`config.mk`:
```
export PLATFORM = sky130hd
export DESIGN_NAME = display_scan_ctrl
export DESIGN_NICKNAME = d
export VERILOG_FILES = /design/src/rtl/display_scan_ctrl.sv
export SDC_FILE = /design/constraint.sdc
export NUM_CORES = 1
export LEC_CHECK = 0
export ABC_AREA = 0
export BUFFER_PORTS_ARGS = -buffer_cell sky130_fd_sc_hd__buf_2
export CAP_MARGIN = 15
export CORE_ASPECT_RATIO = 1.4
export CORE_MARGIN = 5
export CORE_UTILIZATION = 58
export CTS_CLUSTER_SIZE = 8
export DETAILED_ROUTE_END_ITERATION = 7
export PLACE_DENSITY = 0.79
export SLEW_MARGIN = 10
export SYNTH_ARGS = -nofsm -noshare
export SYNTH_HDL_FRONTEND = slang
export SYNTH_SLANG_ARGS = --single-unit
```
`constraint.sdc`:
```
create_clock -name clk -period 2.4 [get_ports clk]
set_input_delay 0.48 -clock clk [delete_from_list [all_inputs] [get_ports clk]]
set_output_delay 0.48 -clock clk [all_outputs]
set_load 0.1 [all_outputs]
```
`src/rtl/display_scan_ctrl.sv`:
```
// ---------------------------------------------------------------------------
// display_scan_ctrl
//
// Time-multiplexed scan controller for a four-digit, common-decoder seven
// segment display. One 16-bit value (four hex nibbles) is shown one digit at
// a time; each digit stays lit for DWELL clock cycles, so a full frame is
// 4*DWELL cycles. New values are double-buffered: a load that arrives in the
// middle of a frame is parked in a shadow register and promoted at the next
// frame boundary, so a frame never mixes digits from two values.
//
// Parameters
//   DWELL        cycles each digit is shown (legal range 2 .. 2**20)
//
// Ports
//   clk          sole clock, rising-edge active
//   reset        synchronous, active-high reset (priority over run/load)
//   run          1 = scanning permitted, 0 = return to / stay in IDLE
//   load         one-cycle strobe capturing data_in
//   data_in      four nibbles, [3:0] = digit 0 (rightmost), [15:12] = digit 3
//   dig_nibble   nibble for the shared hex-to-7-segment decoder
//   dig_en       one-hot, active-high digit enable (bit i lights digit i)
//   frame_done   one-cycle pulse on the first cycle of each new frame
//   pending      a loaded value is waiting in the shadow register
//
// Build option
//   LEADING_ZERO_BLANK_EN  when defined, digits 1..3 are dark during their
//                          slot if that digit and every digit to its left
//                          are zero. Digit 0 is always lit. Scan timing is
//                          identical with or without the option.
// ---------------------------------------------------------------------------
module display_scan_ctrl #(
  parameter int unsigned DWELL = 50000
) (
  input  logic        clk,
  input  logic        reset,
  input  logic        run,
  input  logic        load,
  input  logic [15:0] data_in,
  output logic [3:0]  dig_nibble,
  output logic [3:0]  dig_en,
  output logic        frame_done,
  output logic        pending
);

  // Divider just wide enough to hold DWELL-1.
  localparam int unsigned  CW       = (DWELL > 1) ? $clog2(DWELL) : 1;
  localparam logic [CW-1:0] DIV_LAST = CW'(DWELL - 1);

  typedef enum logic {
    IDLE = 1'b0,
    SCAN = 1'b1
  } state_t;

  // Everything the digit driver needs, registered together.
  typedef struct packed {
    logic [3:0] en;
    logic [3:0] nibble;
  } disp_t;

  // Display word for a given value and digit slot. The enable is computed
  // from the same value that supplies the nibble, so blanking always agrees
  // with what would otherwise be shown.
  function automatic disp_t show(input logic [15:0] value,
                                 input logic [1:0]  index);
    disp_t d;
    d.en     = 4'b0001 << index;
    d.nibble = value[{index, 2'b00} +: 4];
`ifdef LEADING_ZERO_BLANK_EN
    if (index != 2'd0 && (value >> {index, 2'b00}) == 16'h0000)
      d.en = 4'b0000;
`endif
    return d;
  endfunction

  state_t         state;
  logic [CW-1:0]  div_cnt;
  logic [1:0]     idx;
  logic [15:0]    active;   // value currently being scanned
  logic [15:0]    shadow;   // value waiting for the next frame boundary
  disp_t          disp_q;

  // Next-cycle view of the datapath, shared by the state update and by the
  // registered display word so that both always see the same active value.
  logic           tick;
  logic           boundary;
  logic [CW-1:0]  div_nxt;
  logic [1:0]     idx_nxt;
  logic [15:0]    act_nxt;

  assign tick     = (state == SCAN) && (div_cnt == DIV_LAST);
  assign boundary = tick && (idx == 2'd3);

  // NOTE: every variable gets a default at the top of the block, so no path
  // leaves it unassigned and no latch is inferred.
  always_comb begin
    div_nxt = '0;
    idx_nxt = 2'd0;
    act_nxt = active;

    if (state == IDLE) begin
      // Starting a scan: a coincident load wins over a parked value, which
      // wins over whatever was being shown before scanning stopped.
      if (run) begin
        if (load)
          act_nxt = data_in;
        else if (pending)
          act_nxt = shadow;
      end
    end else begin
      if (tick) begin
        div_nxt = '0;
        idx_nxt = idx + 2'd1;   // wraps 3 -> 0 at the frame boundary
      end else begin
        div_nxt = div_cnt + CW'(1);
        idx_nxt = idx;
      end

      // Only a frame boundary may change the scanned value. A load on the
      // boundary itself goes straight to active and makes any older shadow
      // value stale.
      if (boundary) begin
        if (load)
          act_nxt = data_in;
        else if (pending)
          act_nxt = shadow;
      end
    end
  end

  // NOTE: all state is written with non-blocking assignments so every
  // register samples the pre-edge values regardless of statement order.
  always_ff @(posedge clk) begin
    if (reset) begin
      // NOTE: the data registers are cleared too, not just the control
      // state; a run with no prior load must scan a known value of zero.
      state      <= IDLE;
      div_cnt    <= '0;
      idx        <= 2'd0;
      active     <= 16'h0000;
      shadow     <= 16'h0000;
      pending    <= 1'b0;
      frame_done <= 1'b0;
      disp_q     <= '0;
    end else begin
      frame_done <= 1'b0;

      unique case (state)
        IDLE: begin
          div_cnt <= '0;
          idx     <= 2'd0;
          if (run) begin
            state   <= SCAN;
            active  <= act_nxt;
            pending <= 1'b0;
            disp_q  <= show(act_nxt, 2'd0);
          end else begin
            if (load) begin
              shadow  <= data_in;
              pending <= 1'b1;
            end
            disp_q <= '0;
          end
        end

        SCAN: begin
          if (!run) begin
            // Stop: go dark and rewind; active/shadow/pending survive so a
            // later restart resumes with the same value from digit 0.
            state   <= IDLE;
            div_cnt <= '0;
            idx     <= 2'd0;
            disp_q  <= '0;
            if (load) begin
              shadow  <= data_in;
              pending <= 1'b1;
            end
          end else begin
            div_cnt <= div_nxt;
            idx     <= idx_nxt;
            active  <= act_nxt;
            disp_q  <= show(act_nxt, idx_nxt);
            if (boundary) begin
              pending    <= 1'b0;
              frame_done <= 1'b1;
            end else if (load) begin
              // Mid-frame load: park it, last write wins.
              shadow  <= data_in;
              pending <= 1'b1;
            end
          end
        end

        default: begin
          state <= IDLE;
        end
      endcase
    end
  end

  assign dig_en     = disp_q.en;
  assign dig_nibble = disp_q.nibble;

endmodule

```
==> metrics.txt, run 1 <==
status=complete, no violations; most used cell, CP=and3_1; fin worst setup slack=between 200 and 250 ps; first-pass detailed-route iteration total=4; synth unique cells=48; minimum clock period=~2200 ps; VDD IR max=approximately 0.38 mV; max cap viols=0; Final #Nets=between 300 and 400; Sw Pwr=roughly 540 uW; root buffer cell=clkbuf_8; setup violators final=0; die footprint=6630 um2; syn avg cell area=8.75 um2; crit share post-route=0.907; vias per inst=roughly 5.7; Max Freq=around 460 MHz; Tot Pwr=~2000 uW; Seq/Total Area, Yosys=0.414; DP Area=about 3100 um2; reg2reg path depth=7; synth warn=0; gpl congestion=around 0.87; Logic pwr share=0.110; First DRT Iteration DRCs=about 180; pre-CTS WS=around 170 ps; Clock Sinks=approximately 60; share of cells above drive strength 1=0.178; buffer and inverter count on the worst path=0; ys flop type=dfxtp_1; ANT cells=0; Residual DRC=0; Cells after Synth=between 300 and 400; Worst-Margin Slew=572 ps; vias in the first global route=between 2000 and 2500; total negative setup slack=0 ps; CP max-delay cell=dfxtp_1; Sw Share=0.265; core footprint=4880 um2; CP max FO=9; crit start category=flop; pwr dens=about 600 nW/um2; FP Rows=30; share of flip-flops with an asynchronous set or reset=0; Crit path largest cell delay=340 ps; DIE HEIGHT=about 94 um; Syn Nets=approximately 360; Slew headroom=0.617; FF+latch count, synth=61; skew final=just over 9 ps; final instance area=3300 um2; Required @ worst endpoint=between 2000 and 3000 ps; initial antenna violation count=0; first-pass GRT wire length=approximately 11000 um; Crit. End Element=flop; total number of vias=approximately 2500; Congestion Overflow GR=0; Initial Util=0.604; Fillers=419; clock tree from TritonCTS=built; Syn Std Cell Area=between 2000 and 3000 um2; clk_lat worst skew=approximately 340 ps; Buffers on Ports=29; clk slew on worst S/H paths=60 ps; DP HPWL=~4600 um; I/O Pins=30; Crit Path Class=reg2reg; internal power=between 1000 and 1500 uW; Num CTS Buffers=9; Final Hold Viols=0; Sequential Power Share=0.533; final antenna-violating net count=0; Area Overhead vs Synth=11.8%; Pleak=approximately 0.0013 uW; gr usage total=0.209; number of synthesized flops with an enable pin=0; DR WL/cell=~15 um; largest net degree at the start of global routing=34; Hold Crit Class=in2reg; Die X=about 70 um; clock tree buffer depth=2; crit-path cells=ha_1 -> and3_1 -> nand4_4 -> mux2i_1 -> and3_1 -> a311o_1 -> o32ai_1; Top delay family on crit path=simple AND/OR/NAND/NOR gates; Final Routed Wirelength=about 6600 um; worst hold stages=3; clock group share of total power=0.357; Max Slew Vio Count=0; RSZ-0062 raised after global routing=false; CP arrival=between 2000 and 2500 ps; WP depth=7; CTS H-Tree Depth=3
-- kinds of logic after synthesis --
| kind of cell | count (synthesis) | share of synthesized area |
|---|---|---|
| AOI/OAI and AO/OA | 65 | 0.149 |
| DFF | 61 | 0.414 |
| muxes | 34 | 0.115 |
| and+or+nand+nor | 134 | 0.225 |
| adders and majority gates | 2 | 0.00849 |
| buffers and inverters | 27 | 0.0463 |
| xor gates and xnor gates | 14 | 0.0416 |
-- area by class of cell --
type / count / area, um2 / area share
Clock inverter: 3 / 15.0 / 0.00456
Tap cell: 64 / 80.1 / 0.0243
Clock buffer: 11 / 131 / 0.0399
Multi-Input combinational cell: 249 / 1590 / 0.483
Timing Repair Buffer: 37 / 218 / 0.0661
Inverter: 10 / 37.5 / 0.0114
Sequential cell: 61 / 1220 / 0.371
-- synth_stat cells, types with 4 or more instances --
cell      number  share of area
nand3b_1       4          0.010
nand3_1        5         0.0085
o21ai_0       22          0.037
buf_4          4          0.010
a221oi_1       4          0.012
nand2_1       47          0.060
clkbuf_1       7         0.0089
xor2_1         5          0.015
a21oi_1       16          0.027
nor2_1        45          0.057
buf_2          4         0.0068
inv_1          9          0.011
dfxtp_1       61           0.41
xnor2_1        9          0.027
nand4_1        4         0.0085
mux2i_1       34           0.12
nor2b_1        4         0.0085
and3_1         7          0.015
-- layer usage --
| metal | vias to the layer above | part of all wire | GRT usage |
|---|---|---|---|
| met5 | - | 0 | 0 |
| met4 | 0 | 0.026 | 0.123 |
| met3 | 19 | 0.060 | 0.0501 |
| met2 | 80 | 0.51 | 0.366 |
| met1 | 1166 | 0.41 | 0.227 |
| li1 | 1231 | - | - |
-- state kept, by name (all words and copies together) (netlist names) --
name	cells
active	16
div_cnt	16
shadow	16
dig_en	4
dig_nibble	4
idx	2
frame_done	1
pending	1
state	1
-- worst min-delay path: cells and delay by family --
kind | cells | cell delay [ps]
buffers and inverters | 1 | 90
and+or+nand+nor | 1 | 70
muxes | 1 | 60
-- repair_timing --
item                       4_1_cts  5_1_grt
setup buffers                    0        3
resized for setup                0        1
hold buffers                     0        0
setup endpoints to repair        0        1
-- power groups by stage --
stage | logic [uW] | registers [uW] | clock network (uW)
floorplan | 148 | 1110 | 0
detailed placement | 221 | 1100 | 0
finish | 224 | 1080 | 723
CTS | 222 | 1080 | 735
global route | 243 | 1080 | 781
global placement | 217 | 1100 | 0
-- cells in the final DEF, fill, tap and decap left out, drive strengths merged, types with 9 or more instances in the layout --
| master | netlist | layout |
|---|---|---|
| a21oi | 17 | 17 |
| buf | 10 | 37 |
| clkbuf | 7 | 11 |
| dfxtp | 61 | 61 |
| inv | 9 | 9 |
| mux2i | 34 | 34 |
| nand2 | 47 | 47 |
| nor2 | 46 | 46 |
| o21ai | 25 | 25 |
| xnor2 | 9 | 9 |
-- worst paths after layout --
| kind | endpoint | slack, ps | from |
|---|---|---|---|
| worst max-delay path | dig_nibble[1]$_SDFF_PP0_ | 220 | div_cnt[0]$_SDFF_PP0_ |
| worst min-delay path | shadow[12]$_SDFFE_PP0P_ | 390 | data_in[12] |
| worst max register to register | dig_nibble[1]$_SDFF_PP0_ | 220 | div_cnt[0]$_SDFF_PP0_ |
| worst min register to register | div_cnt[0]$_SDFF_PP0_ | 440 | div_cnt[0]$_SDFF_PP0_ |
-- per-stage QoR --
step           utilization  hold WS, ps  std cells
2_1_floorplan            -          413        337
3_3_place_gp         0.641          425        418
3_5_place_dp         0.641          432        418
4_1_cts              0.671          372        432
5_1_grt              0.675          391        435
6_report             0.675          393        435
No activity file was read; power rests on OpenSTA's default activity.
==> run 2: changes to the inputs <==
Settings changed: CELL_PAD_IN_SITES_DETAIL_PLACEMENT from default to 1, CELL_PAD_IN_SITES_GLOBAL_PLACEMENT from default to 1, CORE_UTILIZATION 58 to 44, PLACE_DENSITY 0.79 to default, PLACE_DENSITY_LB_ADDON from default to 0.1.
==> run 2 against run 1 <==
  * Sequential share of layout area decreased by 0.92 points
  * Cell count is 3.0% higher
  * Non-clock buffer count rose by 3
  * Die area is 28% higher
  * Clock power grew 20%
  * Total power up 7.7%
  * Largest power group unchanged
  * Highest routed layer unchanged
==> metrics.txt, run 2 (synthesized netlist as in run 1, its figures left out) <==
internal power=1630 uW (+9.6%); Crit path largest cell delay=410 ps (+70 ps); Initial Util=0.449 (-0.155); I/O Pins=30 (unchanged); CP max FO=9 (unchanged); DP HPWL=5610 um (+22%); clk slew on worst S/H paths=60 ps (about the same); gr usage total=0.190 (-0.0185); Hold Path Origin=data_in[5]; root buffer cell=clkbuf_8; Post-CTS Setup Bufs=0 (unchanged); buffer and inverter count on the worst path=0 (unchanged); Slew headroom=0.606 (-0.0108); crit-path cells=nor4b_4 -> nand4_4 -> mux2i_1 -> and3_1 -> a311o_1 -> o32ai_2; CTS H-Tree Depth=3 (unchanged); Hold Path Sink=shadow[5]$_SDFFE_PP0P_; share of cells above drive strength 1=0.190 (+0.0119); DR WL/cell=16.9 um (+11%); fin worst setup slack=112 ps (-111 ps); initial antenna violation count=0 (unchanged); Residual DRC=0 (unchanged); vias in the first global route=2526 (+7.1%); Pleak=0.00130 uW (+2.4%); clock tree from TritonCTS=built; first-pass detailed-route iteration total=4 (unchanged); clock tree buffer depth=2 (unchanged); Die X=79.2 um (+13%); total negative setup slack=0 ps (unchanged); DIE HEIGHT=107 um (+13%); Sequential Power Share=0.494 (-0.039); Max Freq=437 MHz (-4.8%); VDD IR max=0.318 mV (-15%); reg2reg path depth=6 (-1); clock group share of total power=0.398 (+0.041); r2r setup slk=110 ps (-110 ps); crit share post-route=0.953 (+0.0462); Crit. End Element=flop; die footprint=8460 um2 (+28%); commonest cells after routing, fill and taps aside=dfxtp_1, nand2_1, nor2_1; CP arrival=2520 ps (+100 ps); pre-CTS WS=5.86 ps (-165 ps); gpl congestion=0.839 (-3.1%); Crit Path Class=reg2reg; biggest regs=active: 16 flops, div_cnt: 16 flops, shadow: 16 flops; FP Rows=35 (+17%); final antenna-violating net count=0 (unchanged); Sw Share=0.252 (-0.0129); CTS Hold Bufs=0 (unchanged); Congestion Overflow GR=0 (unchanged); CP max-delay cell=nor4b_4; Sw Pwr=551 uW (+2.5%); most common cell after layout, fill and taps aside=dfxtp_1; status=complete, no violations; ANT cells=0 (unchanged); total number of vias=2512 (+0.64%); crit start category=flop; max cap viols=0 (unchanged); Logic pwr share=0.108 (-0.002); Worst R2R End=dig_nibble[1]$_SDFF_PP0_; Top delay family on crit path=simple AND/OR/NAND/NOR gates; first-pass GRT wire length=12400 um (+14%); clk_lat worst skew=340 ps (about the same); Critical R2R Launch=div_cnt[7]$_SDFF_PP0_; worst hold stages=3 (unchanged); largest net degree at the start of global routing=34 (unchanged); Hold Crit Class=in2reg; pwr dens=646 nW/um2 (+5.1%); minimum clock period=2290 ps (+111 ps); vias per inst=5.61 (-2.3%); Worst-Margin Slew=584 ps (+11.4 ps); Max Slew Vio Count=0 (unchanged); Post-Route Utilization=0.514 (-0.161); setup violators final=0 (unchanged); Required @ worst endpoint=2630 ps (-20 ps); skew final=8.06 ps (-1.10 ps); Fillers=801 (+91%); RSZ-0062 raised after global routing=false; Final #Nets=393 (+0.77%); Final Routed Wirelength=7560 um (+14%); Clock Sinks=61 (unchanged); Buffers on Ports=29 (unchanged); core footprint=6570 um2 (+35%); Num CTS Buffers=9 (unchanged); Area Overhead vs Synth=14.6%; First DRT Iteration DRCs=57 (-68%); Final Hold Viols=0 (unchanged)
## run 2: changes by cell type in the layout (fill, tap and decap cells not counted), sizes merged
| cell | before | now |
|---|---|---|
| clkbuf | 11 | 12 |
| bufinv | 0 | 1 |
| clkinv | 4 | 2 |
| buf | 37 | 40 |
## run 2: area by class of cell
cell class / instances / area (um2) / area share
clock inverter: 2 / 35.0 / 0.0104
multi-input combinational: 249 / 1610 / 0.475
tap: 74 / 92.6 / 0.0274
timing repair buffer: 40 / 240 / 0.0711
sequential: 61 / 1220 / 0.362
clock buffer: 12 / 145 / 0.0429
inverter: 10 / 37.5 / 0.0111
## run 2: worst reg2reg max path, cell delays in order (launching register included)
cell and delay, ps:
dfxtp_1 380, nor4b_4 410, nand4_4 270, mux2i_1 280, and3_1 240, a311o_1 350
o32ai_2 260
## run 2: power by group through the flow
stage | Clock, uW | Combinational, uW | Sequential (uW)
final | 867 | 237 | 1080
after global routing | 948 | 259 | 1080
after CTS | 896 | 238 | 1080
after detailed placement | 0 | 235 | 1100
after global placement | 0 | 229 | 1100
after floorplan | 0 | 148 | 1110
## run 2: worst max-delay path by stage
stage / startpoint / endpoint / slack [ps] / cells after the start
6_report: div_cnt[7]$_SDFF_PP0_ / dig_nibble[1]$_SDFF_PP0_ / 110 / 6
5_1_grt: div_cnt[0]$_SDFF_PP0_ / dig_nibble[1]$_SDFF_PP0_ / 5 / 7
4_1_cts: div_cnt[0]$_SDFF_PP0_ / dig_nibble[0]$_SDFF_PP0_ / 60 / 7
3_5_place_dp: div_cnt[7]$_SDFF_PP0_ / dig_nibble[1]$_SDFF_PP0_ / 6 / 6
3_3_place_gp: div_cnt[7]$_SDFF_PP0_ / dig_nibble[1]$_SDFF_PP0_ / 80 / 6
2_1_floorplan: pending$_SDFF_PP0_ / dig_nibble[0]$_SDFF_PP0_ / 330 / 8
## run 2: layer usage
layer	GRT usage	vias up	wire, um
met4	0.0713	0	126
met3	0.0496	12	228
met1	0.202	1231	3110
met5	0	-	0
met2	0.353	35	4090
li1	-	1234	-
## run 2: what timing repair did
action / in CTS / in global routing
pin swaps: 0 / 1
gates resized for setup: 1 / 3
endpoints found under the setup margin: 1 / 3
## run 2: through the flow
| stage | power [uW] | hold WS (ps) | cell area (um2) | cells |
|---|---|---|---|---|
| after global routing | 2290 | 393 | 3380 | 448 |
| after CTS | 2210 | 379 | 3370 | 448 |
| after floorplan | 1260 | 413 | 2950 | 337 |
| after global placement | 1330 | 424 | 3180 | 434 |
| after detailed placement | 1340 | 438 | 3180 | 434 |
| final | 2180 | 391 | 3380 | 448 |
